[src/rtl/seq_frame_tx_if.sv]
// ----------------------------------------------------------------------------
// seq_frame_tx_if
// Load-side handshake bundle for the serial frame transmitter.
//
// Signals:
//   LOAD   payload valid, driven by the producer
//   DIN    payload word, DATA_W bits, driven by the producer
//   READY  transmitter idle and able to accept LOAD, driven by the transmitter
//
// Modports:
//   master  producer side (drives LOAD/DIN, observes READY)
//   slave   transmitter side (observes LOAD/DIN, drives READY)
// ----------------------------------------------------------------------------
interface seq_frame_tx_if #(
  parameter int DATA_W = 8
);

  logic              LOAD;
  logic [DATA_W-1:0] DIN;
  logic              READY;

  modport master (
    output LOAD,
    output DIN,
    input  READY
  );

  modport slave (
    input  LOAD,
    input  DIN,
    output READY
  );

endinterface

[src/rtl/seq_frame_tx.sv]
// ----------------------------------------------------------------------------
// seq_frame_tx
// Serial frame transmitter feeding the sync-pattern detector. A payload word
// accepted over the load handshake is sent on one registered bit line as:
//   sync pattern (MSB first) | payload (MSB first) | [parity] | idle gap
// one bit per CLK. Completed frames are counted in a saturating 3-bit counter.
//
// Ports:
//   CLK         clock, all state changes on the rising edge
//   RST         synchronous, active-high reset (highest priority)
//   CNT_CLR     synchronous clear of FRAME_CNT (wins over an increment)
//   load_if     slave side of seq_frame_tx_if (LOAD, DIN in / READY out)
//   X_OUT       registered serial bit stream
//   BUSY        frame in progress (inverse of READY outside reset)
//   FRAME_DONE  one-cycle pulse during the final gap cycle of a frame
//   FRAME_CNT   completed frames, saturating at 7
//
// Build option:
//   SEQ_FRAME_TX_PARITY_EN  when defined, a PAR state after DATA sends the
//                           even parity (XOR) of the captured payload.
//                           When undefined no parity logic exists.
// ----------------------------------------------------------------------------
module seq_frame_tx #(
  parameter int                DATA_W   = 8,
  parameter int                SYNC_W   = 4,
  parameter logic [SYNC_W-1:0] SYNC_PAT = 4'b1001,
  parameter int                GAP_LEN  = 1
) (
  input  logic                CLK,
  input  logic                RST,
  input  logic                CNT_CLR,
  seq_frame_tx_if.slave       load_if,
  output logic                X_OUT,
  output logic                BUSY,
  output logic                FRAME_DONE,
  output logic [2:0]          FRAME_CNT
);

  // The per-state bit counter must reach the longest of the three segments.
  localparam int MAX_SEG = (DATA_W > SYNC_W)
                           ? ((DATA_W > GAP_LEN) ? DATA_W : GAP_LEN)
                           : ((SYNC_W > GAP_LEN) ? SYNC_W : GAP_LEN);
  localparam int CNT_W   = $clog2(MAX_SEG + 1);

  localparam logic [CNT_W-1:0] SYNC_LAST = CNT_W'(SYNC_W - 1);
  localparam logic [CNT_W-1:0] DATA_LAST = CNT_W'(DATA_W - 1);
  localparam logic [CNT_W-1:0] GAP_LAST  = CNT_W'(GAP_LEN - 1);

  // The state names the segment whose bit is on X_OUT in the current cycle.
  typedef enum logic [2:0] {
    S_IDLE,
    S_SYNC,
    S_DATA,
`ifdef SEQ_FRAME_TX_PARITY_EN
    S_PAR,
`endif
    S_GAP
  } state_t;

  state_t            state_q,  state_nxt;
  logic [CNT_W-1:0]  cnt_q,    cnt_nxt;
  logic [DATA_W-1:0] data_q,   data_nxt;
  logic [SYNC_W-1:0] sync_q,   sync_nxt;
  logic              x_q,      x_nxt;
  logic              ready_q,  ready_nxt;
  logic              busy_q,   busy_nxt;
  logic              done_q,   done_nxt;
  logic [2:0]        fcnt_q,   fcnt_nxt;
  logic              frame_end;
  logic [CNT_W-1:0]  cnt_inc;

`ifdef SEQ_FRAME_TX_PARITY_EN
  logic              par_q,    par_nxt;
`endif

  assign cnt_inc = cnt_q + 1'b1;

  // Next-state and next-output logic. Outputs are computed one cycle ahead
  // and registered, so the bit that belongs to a state is already on X_OUT
  // during the first cycle of that state.
  always_comb begin
    state_nxt = state_q;
    cnt_nxt   = cnt_q;
    data_nxt  = data_q;
    sync_nxt  = sync_q;
    x_nxt     = 1'b0;
    ready_nxt = ready_q;
    done_nxt  = 1'b0;
    frame_end = 1'b0;
`ifdef SEQ_FRAME_TX_PARITY_EN
    par_nxt   = par_q;
`endif

    case (state_q)
      S_IDLE: begin
        // The sync MSB goes out at the capture edge itself; the remaining
        // sync bits are preloaded already shifted by one position.
        if (load_if.LOAD) begin
          state_nxt = S_SYNC;
          cnt_nxt   = '0;
          data_nxt  = load_if.DIN;
          sync_nxt  = SYNC_PAT << 1;
          x_nxt     = SYNC_PAT[SYNC_W-1];
          ready_nxt = 1'b0;
`ifdef SEQ_FRAME_TX_PARITY_EN
          par_nxt   = ^load_if.DIN;
`endif
        end
      end

      S_SYNC: begin
        if (cnt_q == SYNC_LAST) begin
          state_nxt = S_DATA;
          cnt_nxt   = '0;
          x_nxt     = data_q[DATA_W-1];
          data_nxt  = data_q << 1;
        end else begin
          cnt_nxt   = cnt_inc;
          x_nxt     = sync_q[SYNC_W-1];
          sync_nxt  = sync_q << 1;
        end
      end

      S_DATA: begin
        if (cnt_q == DATA_LAST) begin
          cnt_nxt   = '0;
`ifdef SEQ_FRAME_TX_PARITY_EN
          state_nxt = S_PAR;
          x_nxt     = par_q;
`else
          state_nxt = S_GAP;
          x_nxt     = 1'b0;
          done_nxt  = (GAP_LEN == 1);
`endif
        end else begin
          cnt_nxt   = cnt_inc;
          x_nxt     = data_q[DATA_W-1];
          data_nxt  = data_q << 1;
        end
      end

`ifdef SEQ_FRAME_TX_PARITY_EN
      S_PAR: begin
        state_nxt = S_GAP;
        cnt_nxt   = '0;
        x_nxt     = 1'b0;
        done_nxt  = (GAP_LEN == 1);
      end
`endif

      S_GAP: begin
        // FRAME_DONE is raised when entering the final gap cycle, so it
        // lines up with that cycle rather than trailing it.
        if (cnt_q == GAP_LAST) begin
          state_nxt = S_IDLE;
          cnt_nxt   = '0;
          ready_nxt = 1'b1;
          frame_end = 1'b1;
        end else begin
          cnt_nxt   = cnt_inc;
          done_nxt  = (cnt_inc == GAP_LAST);
        end
      end

      default: begin
        state_nxt = S_IDLE;
        cnt_nxt   = '0;
        ready_nxt = 1'b1;
      end
    endcase
  end

  // BUSY is simply the registered complement of READY.
  assign busy_nxt = ~ready_nxt;

  // Frame counter: clear beats a coincident completion, and the count
  // sticks at 7 instead of wrapping.
  always_comb begin
    fcnt_nxt = fcnt_q;
    if (CNT_CLR) begin
      fcnt_nxt = 3'd0;
    end else if (frame_end && (fcnt_q != 3'd7)) begin
      fcnt_nxt = fcnt_q + 3'd1;
    end
  end

  // State and output registers. Reset abandons any frame in flight and
  // clears the shift registers along with the counter.
  always_ff @(posedge CLK) begin
    if (RST) begin
      state_q <= S_IDLE;
      cnt_q   <= '0;
      data_q  <= '0;
      sync_q  <= '0;
      x_q     <= 1'b0;
      ready_q <= 1'b1;
      busy_q  <= 1'b0;
      done_q  <= 1'b0;
      fcnt_q  <= 3'd0;
    end else begin
      state_q <= state_nxt;
      cnt_q   <= cnt_nxt;
      data_q  <= data_nxt;
      sync_q  <= sync_nxt;
      x_q     <= x_nxt;
      ready_q <= ready_nxt;
      busy_q  <= busy_nxt;
      done_q  <= done_nxt;
      fcnt_q  <= fcnt_nxt;
    end
  end

`ifdef SEQ_FRAME_TX_PARITY_EN
  always_ff @(posedge CLK) begin
    if (RST) begin
      par_q <= 1'b0;
    end else begin
      par_q <= par_nxt;
    end
  end
`endif

  assign load_if.READY = ready_q;
  assign X_OUT         = x_q;
  assign BUSY          = busy_q;
  assign FRAME_DONE    = done_q;
  assign FRAME_CNT     = fcnt_q;

endmodule

[src/flat_wrapper.sv]
// flat-port wrapper written by rule: the top's interface ports become plain ports
module seq_frame_tx_flat 
#(
  parameter int                DATA_W   = 8,
  parameter int                SYNC_W   = 4,
  parameter logic [SYNC_W-1:0] SYNC_PAT = 4'b1001,
  parameter int                GAP_LEN  = 1
)
  (CLK, RST, CNT_CLR, X_OUT, BUSY, FRAME_DONE, FRAME_CNT, load_if_LOAD, load_if_DIN, load_if_READY);
  seq_frame_tx_if #(.DATA_W(DATA_W)) load_if_i ();
  input  logic CLK;
  input  logic RST;
  input  logic CNT_CLR;
  output logic X_OUT;
  output logic BUSY;
  output logic FRAME_DONE;
  output logic [2:0] FRAME_CNT;
  input wire logic [$bits(load_if_i.LOAD)-1:0] load_if_LOAD;
  input wire logic [$bits(load_if_i.DIN)-1:0] load_if_DIN;
  output wire logic [$bits(load_if_i.READY)-1:0] load_if_READY;
  assign load_if_i.LOAD = load_if_LOAD;
  assign load_if_i.DIN = load_if_DIN;
  assign load_if_READY = load_if_i.READY;
  seq_frame_tx #(.DATA_W(DATA_W), .SYNC_W(SYNC_W), .SYNC_PAT(SYNC_PAT), .GAP_LEN(GAP_LEN)) u_core (.CLK(CLK), .RST(RST), .CNT_CLR(CNT_CLR), .load_if(load_if_i), .X_OUT(X_OUT), .BUSY(BUSY), .FRAME_DONE(FRAME_DONE), .FRAME_CNT(FRAME_CNT));
endmodule
[config.mk]
export PLATFORM = sky130hd
export DESIGN_NAME = seq_frame_tx_flat
export DESIGN_NICKNAME = d
export VERILOG_FILES = /design/src/rtl/seq_frame_tx_if.sv /design/src/rtl/seq_frame_tx.sv /design/src/flat_wrapper.sv
export SDC_FILE = /design/constraint.sdc
export NUM_CORES = 1
export LEC_CHECK = 0
export ABC_AREA = 1
export BUFFER_PORTS_ARGS = -buffer_cell sky130_fd_sc_hd__buf_4
export CAP_MARGIN = 15
export CELL_PAD_IN_SITES_DETAIL_PLACEMENT = 1
export CELL_PAD_IN_SITES_GLOBAL_PLACEMENT = 2
export CORE_UTILIZATION = 31
export DETAILED_ROUTE_END_ITERATION = 8
export PLACE_DENSITY_LB_ADDON = 0.15
export SLEW_MARGIN = 20
export SYNTH_ARGS = -nofsm -noshare
export SYNTH_HDL_FRONTEND = slang
export SYNTH_SLANG_ARGS = --single-unit
[constraint.sdc]
create_clock -name CLK -period 2.2 [get_ports CLK]
set_input_delay 0.44 -clock CLK [delete_from_list [all_inputs] [get_ports CLK]]
set_output_delay 0.44 -clock CLK [all_outputs]
set_load 0.02 [all_outputs]
=== Yosys cells after proc, flatten, opt, wreduce, memory -nomap -nowiden ===
Index checks and enable logic that the tools add are counted.

* Register bits after elaboration: 26
* Input port bits: 12

* $add $sub $neg: 2
* Eq/ne operators: 12
* Multiplexer cells: 29
* Bitwise logic cells: 1
* Reductions and logical operators: 11

{| class="wikitable"
|+ Operators with widths
! kind !! count
|-
| 4-bit two-way mux || 6
|-
| 8-bit two-way mux || 3
|-
| 8-bit one-hot mux with 3 select lines || 1
|-
| 4-bit one-hot mux with 4 select lines || 1
|-
| 3-bit two-way mux || 4
|-
| 3-bit one-hot mux with 4 select lines || 1
|-
| 1-bit two-way mux || 9
|-
| 4-bit zero test || 2
|-
| 4-bit one-hot mux with 2 select lines || 1
|-
| 4-bit AND reduction || 2
|-
| 3-bit by 2-bit equality test with 1-bit output, second input constant || 2
|-
| 2-bit by 1-bit inequality test with 1-bit output, second input constant || 3
|-
| 2-bit inequality test, second input constant || 3
|-
| 1-bit one-hot mux with 3 select lines || 2
|-
| 4-bit by 1-bit adder with 4-bit output, second input constant || 1
|-
| 4-bit by 2-bit equality test with 1-bit output, second input constant || 1
|-
| 4-bit by 3-bit equality test with 1-bit output, second input constant || 1
|-
| 2-bit OR reduction || 2
|-
| 3-bit by 1-bit adder with 3-bit output, second input constant || 1
|-
| 3-bit by 1-bit equality test with 1-bit output, second input constant || 1
|-
| 3-bit zero test || 1
|-
| 3-bit inequality test, second input constant || 1
|-
| 3-bit AND reduction || 1
|-
| 3-bit nonzero test || 1
|-
| 4 further kinds || 4
|}

=== Longest topological paths before layout ===
Gate-level depths: netlist (run 1).

* Depth after elaboration: 4
* Depth in mapped cells: 10
* Depth with buffers taken out: 9

=== Worst setup path after synthesis (run 1) ===
No wires, ideal clock.

* Path type: register to register
* From: register u_core.state_q[0]
* To: register u_core.data_q[0]
* Library setup time: 0.114 ns
* Data arrival time: 1.436 ns
* Required time: 2.086 ns
* Slack: 0.651 ns
* Stages on the path, launching flop included: 10
* Clock period less this slack: 1.549 ns
* Cells stage by stage: dfxtp_1 -> inv_1 -> ha_1 -> inv_2 -> nor2_4 -> nor2_2 -> nand3_4 -> buf_6 -> a21oi_1 -> nor2_1

* Longest elaborated chain between the ends: 3

{| class="wikitable"
|+ RTL lines
! what !! line !! RTL
|-
| start: declaration || seq_frame_tx.sv:60 || <nowiki>state_t state_q, state_nxt;</nowiki>
|-
| start signal: assignment || seq_frame_tx.sv:201 || <nowiki>state_q <= state_nxt;</nowiki>
|-
| 3-bit by 2-bit equality test with 1-bit output (tied with other cells) || seq_frame_tx.sv:94 || <nowiki>case (state_q)</nowiki>
|-
| 2-bit inequality test (no line) (tied with other cells) || - ||
|-
| 4-bit AND reduction (no line) || - ||
|-
| end signal: assignment || seq_frame_tx.sv:203 || <nowiki>data_q <= data_nxt;</nowiki>
|-
| end: declaration || seq_frame_tx.sv:62 || <nowiki>logic [DATA_W-1:0] data_q, data_nxt;</nowiki>
|}

Several ways; a longest one is shown, not always the timed one.
A chain may end at the register's enable or synchronous reset.

=== Worst setup path in the final report (run 1) ===
Ends and elaborated chain as after synthesis.

==> impl_metrics.yaml, run 1 <==
logic_synthesis:
  synth.top_cell.area_share: 0.350
  syn_avg_cell_area_sq_um: 7.19
  synth-seq-cells: 24
  synthTopCellsByArea: "dfxtp_1 35%, nand2_1 12%, ha_1 10%"
  yosysWarnings: 0
  synth_area_leader_cell: "dfxtp_1"
  syn-num-nets: 214
  netlist_area_sq_mm: 0.00137
  syn_inst: 191
  synth.distinct_cells: 26
  ys_seq_area_frac: 0.350
clocking:
  cts_setup_buffers: 0
  cts_root_buffer: "clkbuf_8"
  clock_latency_ns: 0.27
  clk_pin_slew_ns: 0.09
  numCtsBuffers: 3
  clk_path_buf_depth: 2
  cts_resized: 0
  cts.sinks: 24
  ctsHoldBuffers: 0
  cts_tree: "done"
  cts.htree.levels: 1
pwr:
  peakVddDrop_mv: 0.510
  p_leak_uw: 0.000756
  p_per_area_mw_per_mm2: 1100
routing:
  vias: 1235
  drtIter0Drc: 35
  totalWireLength_mm: 3.34
  routedWlPerCell_microns: 12.9
  drtPass1Iterations: 4
  drc: 0
  ant_nets: 0
  vias_per_cell: 4.77
placed_design:
  io_buffer_count: 18
  dpl.hpwl_mm: 2.60
  place_inst: 255
  gp_congestion: 0.876
timing:
  grt_setup_unrepaired: "false"
  fmax_mhz: 579
  final_max_slew_viol_count: 0
  fin_crit_sh: 0.785
  finalSetupViolations: 0
  fin_hold_ws_ns: 0.406
  clock_skew_ns: 0.00189
  hold_viol: 0
  relSlewSlack: 0.722
  fin_crit_ns: 1.73
  tightest_slew_ns: 0.416
  fin_tns_setup_ns: 0
hold_path:
  holdCritPathClass: "in -> reg"
critical_path:
  cp_max_fo: 14
  cp_top_family: "simple AND/OR/NAND/NOR gates"
  critical_path_buf_inv_count: 2
  cpMaxStageDelayCell: "dfxtp_1"
  cp_slowest_stage_delay_ns: 0.41
  crit_path_start_kind: "register"
  crit_path_cell_trace: "inv_1 > ha_1 > inv_2 > nor2_4 > nor2_2 > nand3_4 > a21oi_1 > nor2_1"
  cp-end-kind: "register"
  crit_type: "reg -> reg"
  crit_required_ns: 2.37
  arrival_ns: 1.90
global_route:
  grt_use_total: 0.165
  grt_max_degree: 17
  antenna_found_initial: 0
  grt_pass1_vias: 1220
  gr-total-overflow: 0
  grt_pass1_wl_mm: 5.69
finish:
  stdcell_count: 259
  drive_above_1_share: 0.158
  final_nets: 233
  syn_to_final_growth_pct: 16.2
  fillers: 541
  diodes: 0
die:
  die_width_microns: 68.6
  dieArea_sq_mm: 0.00470
  fp.coreArea_sq_mm: 0.00412
  dieHeight_microns: 68.6
  pin_count: 19
  initial_utilization: 0.334
  rows: 23
status:
  status: "finished clean"
run:
  drv_cap: 0
==> final timing paths <==
kind	startpoint	to	slack (ns)	cells after the start
worst max register to register	u_core.state_q[0]	u_core.data_q[0]	0.47	8
worst min register to register	u_core.sync_q[1]	u_core.sync_q[1]	0.48	2
worst max-delay path	u_core.state_q[0]	u_core.data_q[0]	0.47	8
worst min-delay path	load_if_DIN[0]	u_core.data_q[0]	0.41	3
==> worst reg2reg max path, stage by stage, from the launching register on <==
cell,delay (ns)
dfxtp_1,0.41
inv_1,0.11
ha_1,0.27
inv_2,0.16
nor2_4,0.08
nor2_2,0.18
nand3_4,0.20
a21oi_1,0.17
nor2_1,0.05
==> registers in the layout (all words and copies together), names as in the netlist <==
signal,count
u_core.cnt_q,4
u_core.X_OUT,1
u_core.BUSY,1
u_core.data_q,8
u_core.state_q,2
u_core.FRAME_DONE,1
u_core.sync_q,3
u_core.FRAME_CNT,3
u_core.load_if.READY,1
==> per-stage QoR <==
stage	total power, uW	util	instance area [sq um]	setup WS, ns
3_5_place_dp	1470	0.375	1540	0.484
3_3_place_gp	1450	0.375	1540	0.526
4_1_cts	1790	0.388	1600	0.464
6_report	1760	0.388	1600	0.474
2_1_floorplan	1260	-	1370	0.651
5_1_grt	1950	0.388	1600	0.266
==> metal layers <==
metal,vias up,global-route usage,share of wire
met4,0,0.0313,0.0060
met3,2,0.0395,0.031
met1,570,0.225,0.53
met5,-,0,0
li1,648,-,-
met2,15,0.265,0.43
==> logic make-up (layout without fill, tap and decap cells) <==
| logic type | count (synthesis) | after routing | synth area share |
|---|---|---|---|
| xor gates and xnor gates | 2 | 2 | 0.0128 |
| buffers and inverters | 30 | 48 | 0.0929 |
| adders and majority gates | 11 | 11 | 0.100 |
| AOI/OAI and AO/OA | 28 | 28 | 0.113 |
| and+or+nand+nor | 96 | 96 | 0.332 |
| DFF | 24 | 24 | 0.350 |
==> cells in the final DEF (no fill, tap or decap), types with 4 or more instances in the layout <==
| cell type | synthesis | layout |
|---|---|---|
| a21oi_1 | 13 | 13 |
| buf_4 | 0 | 18 |
| clkbuf_8 | 0 | 4 |
| dfxtp_1 | 24 | 24 |
| ha_1 | 11 | 11 |
| inv_1 | 24 | 24 |
| nand2_1 | 45 | 45 |
| nand3_1 | 13 | 13 |
| nand4_1 | 4 | 4 |
| nor2_1 | 22 | 22 |
| o21ai_0 | 9 | 9 |
==> report_power, final <==
part	total (uW)	switching [uW]	internal, uW
Clock	310	150	160
Sequential	611	66.0	545
Combinational	840	553	287
Total	1760	769	992
==> synthesized netlist by cell type <==
cell       instances
and2_1             1
inv_1             24
clkbuf_1           2
inv_2              1
nand2_2            2
nor2_4             2
nand4_2            1
ha_1              11
o21ai_0            9
clkinv_1           1
dfxtp_1           24
nor2_1            22
nand3b_1           1
nand2_4            2
nand4_1            4
a21oi_1           13
nand2_1           45
xor2_1             2
a31oi_1            2
or2_2              1
a211oi_1           2
nand3_1           13
o2111ai_1          2
buf_6              2
nor2_2             1
nand3_4            1
==> layout make-up <==
type,instances,area (sq um),area share
clock buffers,4,55.1,0.0345
well taps,50,62.6,0.0392
repair buffers,18,135,0.0846
flip-flops and latches,24,480,0.301
multi-input cells,137,766,0.480
inverters,26,97.6,0.0611
Note: power is estimated with default switching activity, not from simulation.
==> run 2, diff against run 1 <==
- clock period: 2.2 -> 1.7 ns (I/O delays scaled with it)
==> run 2 against run 1 <==
Effect of this change: core utilization rose by 1.7 points; largest cell class unchanged; worst setup slack got worse by 0.34 ns; flip-flop and latch count did not move; highest routed layer unchanged.
==> impl_metrics.yaml, run 2 (synthesis results as in run 1) <==
status:
  status: "finished clean"
clocking:
  cts_root_buffer: "clkbuf_8"
  clock_latency_ns: 0.28
  cts_tree: "done"
  numCtsBuffers: 3
  clk_pin_slew_ns: 0.10
  cts_setup_buffers: 0
  cts.htree.levels: 1
  cts.sinks: 24
  clk_path_buf_depth: 2
critical_path:
  crit_type: "reg -> reg"
  cp_slowest_stage_delay_ns: 0.42
  arrival_ns: 1.74
  critPathMostFrequentCell: "nand2_4"
  crit_path_cell_trace: "ha_1 > nand2_4 > nand2_4 > nand3_4 > a21oi_1 > nor2_1"
  cp_max_fo: 7
  crit_required_ns: 1.88
  crit_path_start_kind: "register"
  cpMaxStageDelayCell: "dfxtp_1"
  cp-end-kind: "register"
die:
  dieArea_sq_mm: 0.00470
  fp.coreArea_sq_mm: 0.00412
  initial_utilization: 0.334
  dieHeight_microns: 68.6
  pin_count: 19
  rows: 23
  die_width_microns: 68.6
timing:
  fin_crit_ns: 1.56
  tightest_slew_ns: 0.379
  grt_setup_unrepaired: "false"
  finalSetupViolations: 0
  relSlewSlack: 0.747
  hold_viol: 0
  clock_skew_ns: 0.00292
  fin_crit_sh: 0.920
  fmax_mhz: 639
  fin_hold_ws_ns: 0.318
  final_max_slew_viol_count: 0
  fin_tns_setup_ns: 0
routing:
  vias_per_cell: 4.87
  totalWireLength_mm: 3.71
  drc: 0
  drtIter0Drc: 58
  vias: 1291
  drtPass1Iterations: 4
  ant_nets: 0
  routedWlPerCell_microns: 14.0
finish:
  regMostFlops: "u_core.data_q"
  largest_reg_flops: 8
  reg.largest.list: "u_core.data_q (8), u_core.cnt_q (4)"
  register_area_sq_um: 482
  drive_above_1_share: 0.191
  multi_input_area_sq_um: 781
  syn_to_final_growth_pct: 21.3
  fillers: 513
  final_cell_mix: "45 x nand2_1, 23 x inv_1, 23 x buf_4, 23 x dfxtp_1, 22 x nor2_1"
  diodes: 0
  final_nets: 239
  layout_commonest_cell: "nand2_1"
pwr:
  combPwrFrac: 0.476
  p_per_area_mw_per_mm2: 1520
  p_sw_frac: 0.425
  seqPwrFrac: 0.314
  p_leak_uw: 0.000796
  p_sw_uw: 1080
  power.share.clock: 0.209
  peakVddDrop_mv: 0.591
  intPower_uw: 1460
placed_design:
  dpl.hpwl_mm: 2.71
  gp_congestion: 0.834
  io_buffer_count: 18
global_route:
  grt_pass1_wl_mm: 5.89
  grt_use_met2: 0.267
  grt_use_met1: 0.240
  grt_pass1_vias: 1253
  antenna_found_initial: 0
  use_met3: 0.0197
  grt_busiest_layer: "met2"
  gr-total-overflow: 0
  grt_use_total: 0.170
  grt_max_degree: 15
run:
  drv_cap: 0
hold_path:
  holdCritPathClass: "in -> reg"
[run 2: per-layer routing]
metal  part of all wire  vias up
met5                  0        -
met4             0.0084        0
met3              0.030        4
met2               0.45       22
met1               0.51      601
li1                   -      664
[run 2: final timing paths]
kind                                        from          endpoint  slack, ns  cells past startpoint
worst max-delay path             u_core.cnt_q[0]  u_core.data_q[0]       0.14                      6
worst min-delay path              load_if_DIN[0]  u_core.data_q[0]       0.32                      3
worst max register to register   u_core.cnt_q[0]  u_core.data_q[0]       0.14                      6
worst min register to register  u_core.sync_q[1]  u_core.sync_q[1]       0.48                      2
[run 2: power by group through the flow]
stage | clock [uW] | sequential [uW] | combinational, uW
floorplan | 0 | 819 | 816
global placement | 0 | 799 | 1140
detailed placement | 0 | 807 | 1180
CTS | 534 | 797 | 1190
global route | 552 | 817 | 1380
finish | 531 | 797 | 1210
[run 2: layout make-up]
cell class / count / share of cell area
clock buffers: 3 / 0.0248
clock inverters: 1 / 0.0180
inverters: 26 / 0.0586
multi-input cells: 138 / 0.468
flip-flops and latches: 24 / 0.289
well taps: 50 / 0.0375
repair buffers: 23 / 0.104
[run 2: critical path: cells and delay by family (launching register included)]
| family | cells | cell delay (ns) |
|---|---|---|
| AND/OR/NAND/NOR | 4 | 0.44 |
| adder cells (fa/ha/maj) | 1 | 0.40 |
| flip-flops | 1 | 0.42 |
| AO/OA/AOI/OAI | 1 | 0.20 |
[run 2: metrics by stage]
stage,instance area [sq um],worst slack [ns],std cells,total power (uW),utilization
finish,1670,0.135,265,2540,0.405
global route,1670,0.0113,265,2740,0.405
CTS,1650,0.0397,264,2520,0.401
detailed placement,1580,0.0545,260,1980,0.384
global placement,1580,0.137,260,1940,0.384
floorplan,1370,0.151,191,1640,-
[run 2: repair_timing]
item                       CTS  global route
hold buffers                 0             0
gates resized for setup      0             3
setup endpoints to repair    0             8
